==> src/rtl/div_unit_pkg.sv <==
// Shared definitions for the execute-stage divider: FSM states, handshake levels
// and the ALU opcodes that route DIV/DIVU to it.
package div_unit_pkg;

  typedef enum logic [1:0] {
    DivFree   = 2'b00,
    DivByZero = 2'b01,
    DivOn     = 2'b10,
    DivEnd    = 2'b11
  } div_state_e;

  localparam logic DivResultReady    = 1'b1;
  localparam logic DivResultNotReady = 1'b0;
  localparam logic DivStart          = 1'b1;
  localparam logic DivStop           = 1'b0;

  localparam logic [7:0] EXE_DIV_OP  = 8'b0001_1010;
  localparam logic [7:0] EXE_DIVU_OP = 8'b0001_1011;

endpackage

==> src/rtl/div_unit.sv <==
// Radix-2 restoring divider, one quotient bit per cycle. It works on operand
// magnitudes and applies the sign fix when the quotient is finalized.
module div_unit
  import div_unit_pkg::*;
#(
  parameter int WIDTH = 32
) (
  input  logic                 clk,
  input  logic                 rst,
  input  logic                 signed_div_i,
  input  logic [WIDTH-1:0]     opdata1_i,
  input  logic [WIDTH-1:0]     opdata2_i,
  input  logic                 start_i,
  input  logic                 annul_i,
  output logic [2*WIDTH-1:0]   result_o,
  output logic                 ready_o
);

  localparam int CW = $clog2(WIDTH) + 1;
  localparam logic [CW-1:0] CNT_LAST = CW'(WIDTH);

  // Handshake: start_i stays high until ready_o is seen; ready_o and result_o
  // then hold while start_i stays high, and clear once start_i drops or annul_i rises.
  div_state_e state, next_state;

  logic [CW-1:0]      cnt;
  logic [2*WIDTH:0]   work;
  logic [WIDTH-1:0]   divisor;
  logic               neg_quot;
  logic               neg_rem;

  logic [WIDTH:0]     trial;
  logic [WIDTH-1:0]   mag_a;
  logic [WIDTH-1:0]   mag_b;
  logic [WIDTH-1:0]   quot_fix;
  logic [WIDTH-1:0]   rem_fix;
  logic               accept;

  always_comb begin
    accept   = (start_i == DivStart) && !annul_i;
    mag_a    = (signed_div_i && opdata1_i[WIDTH-1]) ? -opdata1_i : opdata1_i;
    mag_b    = (signed_div_i && opdata2_i[WIDTH-1]) ? -opdata2_i : opdata2_i;
    trial    = work[2*WIDTH:WIDTH] - {1'b0, divisor};
    quot_fix = neg_quot ? -work[WIDTH-1:0] : work[WIDTH-1:0];
    rem_fix  = neg_rem ? -work[2*WIDTH:WIDTH+1] : work[2*WIDTH:WIDTH+1];
  end

  always_ff @(posedge clk or posedge rst) begin
    if (rst) state <= DivFree;
    else     state <= next_state;
  end

  always_comb begin
    next_state = state;
    case (state)
      DivFree: begin
        if (accept) next_state = (opdata2_i == '0) ? DivByZero : DivOn;
      end
      DivByZero: next_state = annul_i ? DivFree : DivEnd;
      DivOn: begin
        if (annul_i)               next_state = DivFree;
        else if (cnt == CNT_LAST)  next_state = DivEnd;
      end
      DivEnd: begin
        if (start_i == DivStop || annul_i) next_state = DivFree;
      end
      default: next_state = DivFree;
    endcase
  end

  always_ff @(posedge clk or posedge rst) begin
    if (rst) begin
      cnt      <= '0;
      work     <= '0;
      divisor  <= '0;
      neg_quot <= 1'b0;
      neg_rem  <= 1'b0;
      result_o <= '0;
      ready_o  <= DivResultNotReady;
    end else begin
      case (state)
        DivFree: begin
          ready_o  <= DivResultNotReady;
          result_o <= '0;
          cnt      <= '0;
          // Operand signs are captured here so later input changes cannot leak in.
          if (accept) begin
            divisor  <= mag_b;
            work     <= {{WIDTH{1'b0}}, mag_a, 1'b0};
            neg_quot <= signed_div_i && (opdata1_i[WIDTH-1] ^ opdata2_i[WIDTH-1]);
            neg_rem  <= signed_div_i && opdata1_i[WIDTH-1];
          end
        end
        DivByZero: begin
          work <= '0;
          cnt  <= '0;
        end
        DivOn: begin
          if (annul_i) begin
            cnt <= '0;
          end else if (cnt != CNT_LAST) begin
            if (trial[WIDTH]) work <= {work[2*WIDTH-1:0], 1'b0};
            else              work <= {trial[WIDTH-1:0], work[WIDTH-1:0], 1'b1};
            cnt <= cnt + 1'b1;
          end else begin
            result_o <= {rem_fix, quot_fix};
            ready_o  <= DivResultReady;
            cnt      <= '0;
          end
        end
        DivEnd: begin
          if (start_i == DivStop || annul_i) begin
            ready_o  <= DivResultNotReady;
            result_o <= '0;
          end else begin
            ready_o <= DivResultReady;
          end
        end
        default: ;
      endcase
    end
  end

endmodule

==> config.mk <==
export PLATFORM = sky130hd
export DESIGN_NAME = div_unit
export DESIGN_NICKNAME = d
export VERILOG_FILES = /design/src/rtl/div_unit_pkg.sv /design/src/rtl/div_unit.sv
export SDC_FILE = /design/constraint.sdc
export NUM_CORES = 1
export LEC_CHECK = 0
export CAP_MARGIN = 10
export CORE_MARGIN = 2
export CORE_UTILIZATION = 60
export DETAILED_ROUTE_END_ITERATION = 8
export PLACE_DENSITY = 0.95
export SYNTH_ARGS = -nofsm -noshare
export SYNTH_HDL_FRONTEND = slang
export SYNTH_SLANG_ARGS = --single-unit
==> constraint.sdc <==
create_clock -name clk -period 13.41 [get_ports clk]
set_input_delay 2.0115 -clock clk [delete_from_list [all_inputs] [get_ports clk]]
set_output_delay 2.0115 -clock clk [all_outputs]
set_load 0.05 [all_outputs]
# Yosys cells after proc, flatten, opt, wreduce, memory -nomap -nowiden
# Cells that the tools add are included.
# totals
ff_bits	172
inputBits	69
# classes
n_addsub	6
n_eq_ne	11
mux	27
bitwise_logic	2
reduce_logical	17
# ops
cell	n
2-to-1 mux 65 bit	4
case mux 65 bit (3 select lines)	1
2-to-1 mux 64 bit	3
case mux 64 bit (3 select lines)	1
2-to-1 mux 32 bit	4
negator 32 bit	4
subtractor 33 x 32 -> 33 bit	1
zero test 32 bit	1
2-to-1 mux 2 bit	6
2-to-1 mux 6 bit	2
case mux 6 bit (2 select lines)	1
!= test 2 bit, second input constant	5
case mux 2 bit (4 select lines)	1
AND reduction 4 bit	2
adder 6 x 1 -> 6 bit, second input constant	1
equality test 6 bit, second input constant	1
!= test 6 bit, second input constant	1
AND reduction 3 bit	2
nonzero test 3 bit	2
equality test 2 bit, second input constant	2
logical AND 1 bit	4
2-to-1 mux 1 bit	3
!= test 3 bit, second input constant	1
case mux 1 bit (3 select lines)	1
other kinds (9)	9

# Depth between registers and ports, before layout
# Gate-level depths: netlist of the first run.
# depth
ltp_word	5
ltp_mapped	15
mapped_depth_nobuf	12

# Worst setup path after synthesis of the first run
# OpenSTA, ideal clock, no wires.
# synth_timing
path_type	input to register
start	input opdata1_i[9]
end	register work[30]
setup_time_ns	0.119
arrival_time_ns	4.088
required_ns	13.291
setup_slack_ns	9.203
stages	9
path_buffers	0
cell_sequence	nor4_2 nand4_1 or4_1 or2_1 nand2b_1 o41ai_2 xor2_1 o211ai_1 o21a_1
# synth_between
elab_chain_cells	4
# synth_lines
element	line_no	source
start, declared	div_unit.sv:11	input logic [WIDTH-1:0] opdata1_i,
negator 32 bit	div_unit.sv:41	mag_a = (signed_div_i && opdata1_i[WIDTH-1]) ? -opdata1_i : opdata1_i;
2-to-1 mux 32 bit	div_unit.sv:41	
2-to-1 mux 65 bit	div_unit.sv:87	if (accept) begin
case mux 65 bit (3 select lines)	div_unit.sv:81	case (state)
end signal, assigned	div_unit.sv:89	work <= {{WIDTH{1'b0}}, mag_a, 1'b0};
end signal, assigned	div_unit.sv:102	if (trial[WIDTH]) work <= {work[2*WIDTH-1:0], 1'b0};
end signal, assigned	div_unit.sv:103	else work <= {trial[WIDTH-1:0], work[WIDTH-1:0], 1'b1};
end, declared	div_unit.sv:27	logic [2*WIDTH:0] work;
# No other way between the ends. The select of a mux whose other input is x is not followed.
# A chain may end at the register's enable or synchronous reset.

# Final worst setup path of the first run
# layout_timing
start	input opdata1_i[3]
end	register work[30]
# Same word-level chain as after synthesis.

==> impl_metrics.py, run 1 <==
metrics = {
    "setup_path": {
        "worstSetupPathType": "in -> reg",
        "path_max_fanout": 4,
        "critPathTopFamily": "simple AND/OR/NAND/NOR gates",
        "r2r-end": "work[44]",
        "cp.buffers_inverters": 1,
        "critical-path-max-stage-delay_ns": 0.57,
        "cp_cell_sequence": "clkdlybuf4s50_1 -> nor4_2 -> nand4_1 -> or4_1 -> or2_1 -> nand2b_1 -> o41ai_2 -> xor2_1 -> o211ai_1 -> o21a_1",
        "worst_r2r_startpoint": "work[32]",
        "cp-start-kind": "input port",
        "critical_path.slowest_cell": "sky130_fd_sc_hd__or4_1",
        "r2r_setup_slack_ns": 9.19,
        "timing.reg2reg.worst_path_depth": 13,
        "critPathArrivalTime_ns": 5.12,
        "cp_capture_type": "register",
        "critical_path_required_ns": 13.74,
    },
    "routing": {
        "drt_first_pass_iters": 7,
        "wire_per_inst_um": 17.6,
        "num_vias": 11184,
        "routed_via_density": 6.34,
        "routed_wl_um": 31100,
        "detailedRoute.firstIterationViolations": 1298,
        "antenna_left": 0,
        "drcViolationCount": 0,
    },
    "yosys": {
        "synthesis.nets": 1524,
        "yosys-top-cells-area": "sky130_fd_sc_hd__dfrtp_1 37%, sky130_fd_sc_hd__nand2_1 8.4%, sky130_fd_sc_hd__o21ai_0 7.8%",
        "synth_edf_count": 0,
        "ys_seq_area_share_pct": 37.1,
        "synth_cell_types": 66,
        "post-synth-top-area-fraction_pct": 37.1,
        "yosysTopAreaCell": "sky130_fd_sc_hd__dfrtp_1",
        "synthTopCellsByCount": "260 x sky130_fd_sc_hd__nand2_1, 182 x sky130_fd_sc_hd__o21ai_0, 172 x sky130_fd_sc_hd__dfrtp_1",
        "synth-seq-cells": 172,
        "yosysMostFrequentCell": "sky130_fd_sc_hd__nand2_1",
        "synth_cells": 1411,
        "yosys-mux-area-fraction_pct": 0.366,
        "post_synth_instance_area_um2": 11600,
        "synth_compound_gate_area_share_pct": 22.5,
        "post_synth_and_or_nand_nor_area_fraction_pct": 19.5,
        "post_synth_fa_ha_maj_area_fraction_pct": 4.81,
        "dominantRegCellSynth": "sky130_fd_sc_hd__dfrtp_1",
        "post_synth.cell_area_avg_um2": 8.23,
        "async_flop_share_pct": 100,
        "synth_top_family_by_area": "compound AO/OA/AOI/OAI gates",
        "synthXorXnorAreaFrac_pct": 10.9,
        "synthesis.yosys.warnings": 0,
    },
    "finish": {
        "final-instance-count-excl-fill": 1764,
        "post-route-cell-area_um2": 13600,
        "antenna_cells_inserted": 0,
        "num-nets-final": 1604,
        "areaGrowthSynthToFinish_pct": 17.3,
        "n_fill_cell": 1286,
        "drive_gt1_share_pct": 4.06,
    },
    "placed_design": {
        "io_buffer_count": 133,
        "place.gp.congestion": 0.954,
        "post-dp-hpwl_um": 21900,
        "detailed_place.area_um2": 13000,
        "dpl.cell_count": 1732,
    },
    "cts": {
        "cts.reportedPaths.clkPinSlew_ns": 0.07,
        "tritoncts.num_buffers": 17,
        "cts_root_buffer": "sky130_fd_sc_hd__clkbuf_16",
        "post-cts-setup-buffer-count": 0,
        "post_cts_resized": 0,
        "cts-htree-levels": 4,
        "cts_max_path_buffers": 2,
        "cts_tree": "done",
        "hold_buffers": 0,
        "insertion_delay_ns": 0.44,
        "clock_sink_count": 172,
    },
    "sta": {
        "rsz0062_at_grt": "no",
        "fin_crit_sh_pct": 35.7,
        "fin_tns_setup_ns": 0,
        "max_slew.worst_pin.slew_ns": 1.10,
        "slew_headroom_pct": 26.8,
        "worst_setup_skew_after_layout_ns": 0.00888,
        "max_clock_freq_mhz": 209,
        "final_hold_viol_count": 0,
        "setup_viol": 0,
        "period_needed_ns": 4.79,
        "maxSlewViolCount": 0,
    },
    "min_path": {
        "min-delay-start": "result_o[32]",
        "min_delay_path_depth": 2,
        "whs_endpoint": "result_o[32]",
        "hold_path_class": "reg -> reg",
    },
    "floorplanning": {
        "floorplan.initialDensity_pct": 61.7,
        "boundaryPins": 134,
        "rows": 50,
        "die_outline_height_um": 143,
        "core_region_area_um2": 18800,
        "die_x_um": 143,
        "die_area_um2": 20500,
    },
    "job": {
        "max_cap_viol_count": 0,
    },
    "global_route": {
        "grt_start_max_net_pins": 89,
        "grt_pass1_wl_um": 50500,
        "grt_use_total_pct": 30.7,
        "antenna_found_initial": 0,
        "grt-ovfl-total": 0,
        "first_global_vias": 10297,
    },
    "power": {
        "power_per_cell_area_nw_per_um2": 168,
        "total_leakage_power_nw": 5.74,
        "power.ir.vdd_worst_mv": 0.167,
    },
    "outcome": {
        "result_of_the_run": "finished, final reports clean",
    },
}
## cells in the final DEF, fill, tap and decap left out, drive strengths merged, types with 12 or more instances in the layout
cell type,instances
a22oi,18
nor2,72
nor2b,12
o21ai,190
o311ai,12
o31ai,26
xnor2,64
inv,65
nor4,35
xor2,81
or3,12
o41ai,20
a221o,19
dfrtp,172
o211ai,17
nand2,260
nand3,23
ha,43
clkbuf,18
a31oi,16
clkdlybuf4s50,133
or4,19
nand2b,18
nor3,16
a21oi,54
## cell type report
cell class	count	area (um2)	area share [%]
clock buffer	18	429	3.15
clock inverter	14	154	1.13
inverter	58	223	1.63
multi-input combinational	1099	6780	49.8
sequential	172	4300	31.6
tap	260	325	2.39
timing repair buffer	143	1410	10.3
## worst min-delay path, cell delays in order (launching register included)
cell and delay [ns]:
sky130_fd_sc_hd__dfrtp_1 0.34, sky130_fd_sc_hd__nand2_1 0.04, sky130_fd_sc_hd__o21ai_0 0.06
## power breakdown
group          total, W  internal, W  switching, W
clock          0.000496     0.000264      0.000233
sequential     0.000744     0.000621      0.000123
combinational   0.00105     0.000353      0.000692
total           0.00229      0.00124       0.00105
## sequential cells by signal, summed over array words and instances (netlist names)
register,cells
work,65
result_o,64
divisor,32
cnt,6
state,2
neg_quot,1
neg_rem,1
ready_o,1
## through the flow
step	util [%]	power (W)	setup slack (ns)	hold slack (ns)
finish	72.3	0.00229	8.62	0.480
global route	72.3	0.00243	8.44	0.504
global placement	69.2	0.00172	8.34	0.461
floorplan	-	0.00149	6.74	0.450
detailed placement	69.2	0.00176	8.28	0.470
CTS	72.3	0.00226	8.69	0.486
## logic make-up (layout without fill, tap and decap cells)
| group | after synthesis | in the layout |
|---|---|---|
| DFF | 172 | 172 |
| adders and majority gates | 44 | 44 |
| muxes | 4 | 4 |
| AOI/OAI and AO/OA | 412 | 412 |
| and+or+nand+nor | 494 | 494 |
| xor gates and xnor gates | 145 | 145 |
| buffers and inverters | 140 | 233 |
## metal layers
metal | up-vias | track usage, % | part of all wire, %
met4 | 0 | 12.0 | 3.1
met5 | - | 0 | 0
met1 | 5254 | 42.4 | 41
li1 | 5183 | - | -
met3 | 92 | 5.20 | 9.7
met2 | 655 | 48.6 | 46
## how the worst max path moves through the flow
stage	from	cells past startpoint	endpoint	slack, ns
3_3_place_gp	opdata1_i[3]	10	work[30]	8.34
3_5_place_dp	opdata1_i[3]	10	work[30]	8.28
4_1_cts	opdata1_i[3]	10	work[30]	8.69
6_report	opdata1_i[3]	10	work[30]	8.62
2_1_floorplan	rst	1	cnt[0]	6.74
5_1_grt	opdata1_i[3]	10	work[30]	8.44
Note: power is estimated with default switching activity, not from simulation.
==> run 2: changes to the inputs <==
- CORE_UTILIZATION: 60 -> 52
- PLACE_DENSITY: 0.95 -> 0.89
- clock period: 13.41 -> 4.1 ns (I/O delays scaled with it)
==> run 2 against run 1 <==
  * Clock power rose to 3.3 times the previous value
  * Count of clock-buffer cells in the layout decreased by 1
  * Register-to-register slack worse by 8.8 ns
  * Die area is 15% higher
  * Clock skew up 0.0041 ns
  * Total power increased to 3.3 times the previous value
  * Flip-flop and latch count unchanged
  * Largest power group unchanged
  * Critical path depth is 3 higher
  * Wire length fell by 3.0%
  * Sequential power increased to 3.3 times the previous value
  * First-iteration DRC count shrank 18%
  * Design area rose by 0.91%
==> impl_metrics.py, run 2 (synthesized netlist as in run 1, its figures left out) <==
metrics = {
    "cts": {
        "post_cts_resized": 0,
        "cts_tree": "done",
        "cts.reportedPaths.clkPinSlew_ns": 0.07,
        "cts-htree-levels": 4,
        "hold_buffers": 0,
        "tritoncts.num_buffers": 17,
        "cts_root_buffer": "sky130_fd_sc_hd__clkbuf_16",
        "insertion_delay_ns": 0.44,
        "cts_max_path_buffers": 2,
        "post-cts-setup-buffer-count": 0,
        "clock_sink_count": 172,
    },
    "routing": {
        "routed_via_density": 6.03,
        "drcViolationCount": 0,
        "detailedRoute.firstIterationViolations": 1058,
        "num_vias": 10797,
        "drt_first_pass_iters": 6,
        "routed_wl_um": 30100,
        "wire_per_inst_um": 16.8,
        "antenna_left": 0,
    },
    "sta": {
        "maxSlewViolCount": 0,
        "slew_headroom_pct": 32.6,
        "fin_tns_setup_ns": 0,
        "fin_crit_sh_pct": 91.7,
        "worst_setup_skew_after_layout_ns": 0.0129,
        "final_hold_viol_count": 0,
        "max_slew.worst_pin.slew_ns": 1.00,
        "rsz0062_at_grt": "no",
        "setup_viol": 0,
        "period_needed_ns": 3.76,
        "max_clock_freq_mhz": 266,
    },
    "finish": {
        "areaGrowthSynthToFinish_pct": 18.4,
        "antenna_cells_inserted": 0,
        "layout.cells.most_common": "sky130_fd_sc_hd__nand2_1",
        "largest_register": "work",
        "post-route-cell-area_um2": 13700,
        "drive_gt1_share_pct": 4.57,
        "top_library_cells_by_usage_in_the_layout_fill_and_taps_aside": "259 x sky130_fd_sc_hd__nand2_1, 182 x sky130_fd_sc_hd__o21ai_0, 172 x sky130_fd_sc_hd__dfrtp_1",
        "largest_reg_flops": 65,
        "largestRegisters": "work (65), result_o (64), divisor (32)",
        "num-nets-final": 1611,
    },
    "floorplanning": {
        "die_area_um2": 23500,
        "die_x_um": 153,
        "floorplan.initialDensity_pct": 53.0,
        "core_region_area_um2": 21900,
        "rows": 54,
        "die_outline_height_um": 153,
        "boundaryPins": 134,
    },
    "placed_design": {
        "io_buffer_count": 133,
        "post-dp-hpwl_um": 22000,
        "place.gp.congestion": 0.922,
        "detailed_place.area_um2": 13200,
    },
    "setup_path": {
        "critPathArrivalTime_ns": 4.10,
        "path_max_fanout": 24,
        "cp-start-kind": "register",
        "critical_path_required_ns": 4.44,
        "cp_capture_type": "register",
        "r2r-end": "work[44]",
        "worst_r2r_startpoint": "work[32]",
        "worstSetupPathType": "reg -> reg",
        "timing.reg2reg.worst_path_depth": 13,
        "r2r_setup_slack_ns": 0.34,
    },
    "global_route": {
        "grt_start_max_net_pins": 82,
        "grt-ovfl-total": 0,
        "antenna_found_initial": 0,
        "grt_pass1_wl_um": 49800,
        "first_global_vias": 9952,
        "grt_use_total_pct": 25.5,
    },
    "power": {
        "total_leakage_power_nw": 5.78,
        "seqPwrFrac_pct": 32.6,
        "total_power_w": 0.00748,
        "total_switching_power_w": 0.00339,
        "switching_part_of_the_total_pct": 45.2,
        "comb_power_share_pct": 45.7,
        "intPower_w": 0.00410,
        "power.ir.vdd_worst_mv": 0.477,
        "power_per_cell_area_nw_per_um2": 544,
        "pwr-share-clk_pct": 21.7,
    },
    "min_path": {
        "min_delay_path_depth": 2,
        "hold_path_class": "reg -> reg",
        "whs_endpoint": "result_o[12]",
        "min-delay-start": "result_o[12]",
    },
    "job": {
        "max_cap_viol_count": 0,
    },
    "outcome": {
        "result_of_the_run": "finished, final reports clean",
    },
}
==> run 2: through the flow <==
step | worst slack (ns) | instances | hold slack (ns) | utilization [%]
after CTS | 0.377 | 1791 | 0.486 | 62.8
after global routing | 0.171 | 1791 | 0.501 | 62.8
after global placement | 0.509 | 1759 | 0.462 | 60.1
after floorplan | 0.762 | 1411 | 0.450 | -
final | 0.341 | 1791 | 0.479 | 62.8
after detailed placement | 0.431 | 1759 | 0.470 | 60.1
==> run 2: worst max-delay path by stage <==
stage            startpoint  endpoint  slack [ns]  depth (start not counted)
2_1_floorplan      work[32]  work[36]        0.76                         15
3_3_place_gp       work[32]  work[54]        0.51                         13
3_5_place_dp   opdata1_i[7]  work[30]        0.43                         10
4_1_cts            work[32]  work[44]        0.38                         13
5_1_grt            work[32]  work[55]        0.17                         13
6_report           work[32]  work[44]        0.34                         13
==> run 2: power groups by stage <==
| stage | clock [W] | combinational, W | sequential, W |
|---|---|---|---|
| after floorplan | 0 | 0.00251 | 0.00236 |
| after global placement | 0 | 0.00321 | 0.00242 |
| after detailed placement | 0 | 0.00333 | 0.00245 |
| after CTS | 0.00163 | 0.00337 | 0.00242 |
| after global routing | 0.00170 | 0.00379 | 0.00249 |
| final | 0.00162 | 0.00342 | 0.00244 |
==> run 2: final cells by class <==
type,count,area (um2)
fill,1803,8140
inverter,58,221
sequential,172,4300
clock buffer,17,425
tap,280,350
timing repair buffer,150,1500
clock inverter,15,168
multi-input combinational,1099,6780
==> run 2: metal layers <==
layer	global-route usage, %	vias to the layer above	wire length [um]
met5	0	-	0
met4	7.47	0	647
met3	4.56	57	2280
met2	40.9	481	13800
met1	35.6	5040	13400
li1	-	5219	-
==> run 2: worst max-delay path, cell delays in order (launching register included) <==
cell and delay, ns:
sky130_fd_sc_hd__dfrtp_1 0.36, sky130_fd_sc_hd__inv_1 0.06, sky130_fd_sc_hd__ha_1 0.22, sky130_fd_sc_hd__fa_1 0.40, sky130_fd_sc_hd__and2b_1 0.24, sky130_fd_sc_hd__o2111ai_2 0.14
sky130_fd_sc_hd__a211oi_2 0.37, sky130_fd_sc_hd__nor2_2 0.12, sky130_fd_sc_hd__o211ai_4 0.26, sky130_fd_sc_hd__o31ai_2 0.11, sky130_fd_sc_hd__and4_4 0.20, sky130_fd_sc_hd__or3_1 0.71
sky130_fd_sc_hd__buf_4 0.31, sky130_fd_sc_hd__o211ai_1 0.18
==> run 3: changes to the inputs <==
- clock period: 4.1 -> 3.4 ns (I/O delays scaled with it)
==> run 3 against run 2 <==
  * First-iteration DRC count grew 9.5%
  * Setup slack got worse by 0.31 ns
  * Highest routed layer unchanged
  * Maximum frequency rose by 11%
  * Utilization rose by 1.1 points
  * Total power increased by 21%
  * Register-to-register slack worse by 0.31 ns
  * Flip-flop and latch count is the same
  * Largest cell class unchanged
  * Clock skew grew 0.0027 ns
  * Die area unchanged
  * Critical endpoint is now work[40]
  * Non-clock buffer count up 24
  * Design area grew 1.8%
  * Critical path depth unchanged
==> impl_metrics.py, run 3 (synthesized netlist as in run 1, its figures left out) <==
metrics = {
    "outcome": {
        "result_of_the_run": "finished, final reports clean",
    },
    "finish": {
        "layout.cells.most_common": "sky130_fd_sc_hd__nand2_1",
        "largest_register": "work",
        "areaGrowthSynthToFinish_pct": 20.5,
        "top_library_cells_by_usage_in_the_layout_fill_and_taps_aside": "259 x sky130_fd_sc_hd__nand2_1, 182 x sky130_fd_sc_hd__o21ai_0, 172 x sky130_fd_sc_hd__dfrtp_1",
        "largestRegisters": "work (65), result_o (64), divisor (32)",
        "num-nets-final": 1635,
        "largest_reg_flops": 65,
        "drive_gt1_share_pct": 6.32,
        "layout.core_utilization_pct": 63.9,
        "antenna_cells_inserted": 0,
    },
    "min_path": {
        "hold_path_class": "reg -> reg",
        "min-delay-start": "divisor[23]",
        "min_delay_path_depth": 2,
        "whs_endpoint": "divisor[23]",
    },
    "setup_path": {
        "critical_path.slowest_cell": "sky130_fd_sc_hd__fa_1",
        "worst_r2r_startpoint": "work[32]",
        "path_max_fanout": 14,
        "critical_path_required_ns": 3.73,
        "cp_cell_sequence": "inv_1 -> ha_1 -> fa_1 -> and2b_1 -> o2111ai_2 -> a211oi_2 -> nor2_2 -> o211ai_4 -> o31ai_2 -> and4_4 -> or3_4 -> clkbuf_16 -> a221o_1",
        "cp-start-kind": "register",
        "critPathArrivalTime_ns": 3.70,
        "timing.reg2reg.worst_path_depth": 13,
        "r2r-end": "work[40]",
        "cp_capture_type": "register",
        "critical-path-max-stage-delay_ns": 0.40,
        "r2r_setup_slack_ns": 0.03,
        "worstSetupPathType": "reg -> reg",
    },
    "routing": {
        "antenna_left": 0,
        "detailedRoute.firstIterationViolations": 1158,
        "drcViolationCount": 0,
        "routed_via_density": 6.05,
        "drt_first_pass_iters": 7,
        "num_vias": 10987,
        "routed_wl_um": 30600,
        "wire_per_inst_um": 16.9,
    },
    "cts": {
        "insertion_delay_ns": 0.44,
        "cts-htree-levels": 4,
        "cts_max_path_buffers": 2,
        "tritoncts.num_buffers": 17,
        "cts_tree": "done",
        "cts_root_buffer": "sky130_fd_sc_hd__clkbuf_16",
        "hold_buffers": 0,
        "cts.reportedPaths.clkPinSlew_ns": 0.07,
        "clock_sink_count": 172,
    },
    "floorplanning": {
        "die_outline_height_um": 153,
        "boundaryPins": 134,
        "floorplan.initialDensity_pct": 53.0,
        "die_area_um2": 23500,
        "rows": 54,
        "core_region_area_um2": 21900,
        "die_x_um": 153,
    },
    "sta": {
        "maxSlewViolCount": 0,
        "period_needed_ns": 3.37,
        "rsz0062_at_grt": "no",
        "fin_tns_setup_ns": 0,
        "holdWs_ns": 0.482,
        "worst_setup_skew_after_layout_ns": 0.0156,
        "setup_viol": 0,
        "final_hold_viol_count": 0,
        "slew_headroom_pct": 38.0,
        "max_slew.worst_pin.slew_ns": 0.930,
        "max_clock_freq_mhz": 296,
        "fin_crit_sh_pct": 99.2,
    },
    "placed_design": {
        "post-dp-hpwl_um": 22200,
        "place.gp.congestion": 0.986,
        "io_buffer_count": 133,
    },
    "global_route": {
        "grt_start_max_net_pins": 173,
        "antenna_found_initial": 0,
        "grt_pass1_wl_um": 50300,
        "grt_use_total_pct": 25.9,
        "first_global_vias": 10098,
        "grt-ovfl-total": 0,
    },
    "power": {
        "power.ir.vdd_worst_mv": 0.453,
        "total_leakage_power_nw": 5.92,
        "power_per_cell_area_nw_per_um2": 647,
    },
    "job": {
        "max_cap_viol_count": 0,
    },
}
-- run 3: worst max-delay path by stage --
stage	start	end	slack, ns	depth (start not counted)
3_3_place_gp	work[32]	work[39]	0.12	13
6_report	work[32]	work[40]	0.03	13
5_1_grt	work[32]	work[34]	0.0007	13
4_1_cts	work[32]	work[39]	0.02	13
2_1_floorplan	work[32]	work[36]	0.06	15
3_5_place_dp	work[32]	work[39]	0.04	13
-- run 3: through the flow --
step	instance area [um2]	worst slack (ns)	power, W	std cells
floorplan	11600	0.0619	0.00587	1411
global placement	13300	0.125	0.00685	1779
detailed placement	13300	0.0399	0.00701	1779
CTS	13900	0.0188	0.00898	1811
global route	14000	0.000700	0.00968	1815
finish	14000	0.0259	0.00905	1815
-- run 3: metal layers --
metal | share of wire [%] | wire length, um | up-vias | global-route usage (%)
met1 | 44 | 13400 | 5113 | 36.5
met5 | 0 | 0 | - | 0
met4 | 3.2 | 967 | 0 | 9.92
li1 | - | - | 5259 | -
met2 | 45 | 13700 | 531 | 39.7
met3 | 8.5 | 2590 | 84 | 4.79
-- run 3: cell type report --
| class | instances | area, um2 |
|---|---|---|
| clock inverters | 15 | 171 |
| multi-input cells | 1099 | 6810 |
| flip-flops and latches | 172 | 4300 |
| inverters | 58 | 221 |
| repair buffers | 174 | 1710 |
| clock buffers | 17 | 425 |
| fillers | 1745 | 7900 |
| well taps | 280 | 350 |
-- run 3: repair_timing --
action	4_1_cts	5_1_grt
gates resized for setup	0	7
setup buffers	0	3
endpoints found under the setup margin	0	32
-- run 3: critical path, delay by kind of cell, from the launching register on --
kind / cells / cell delay (ns)
flops: 1 / 0.36
compound gates: 5 / 1.05
fa+ha+maj: 2 / 0.62
buf+inv: 2 / 0.26
simple gates: 4 / 0.96
-- run 3: where the power goes --
group          internal (W)  switching, W  total, W
Clock              0.000994      0.000968   0.00196
Combinational       0.00149       0.00268   0.00417
Sequential          0.00245      0.000477   0.00293
Total               0.00493       0.00412   0.00905
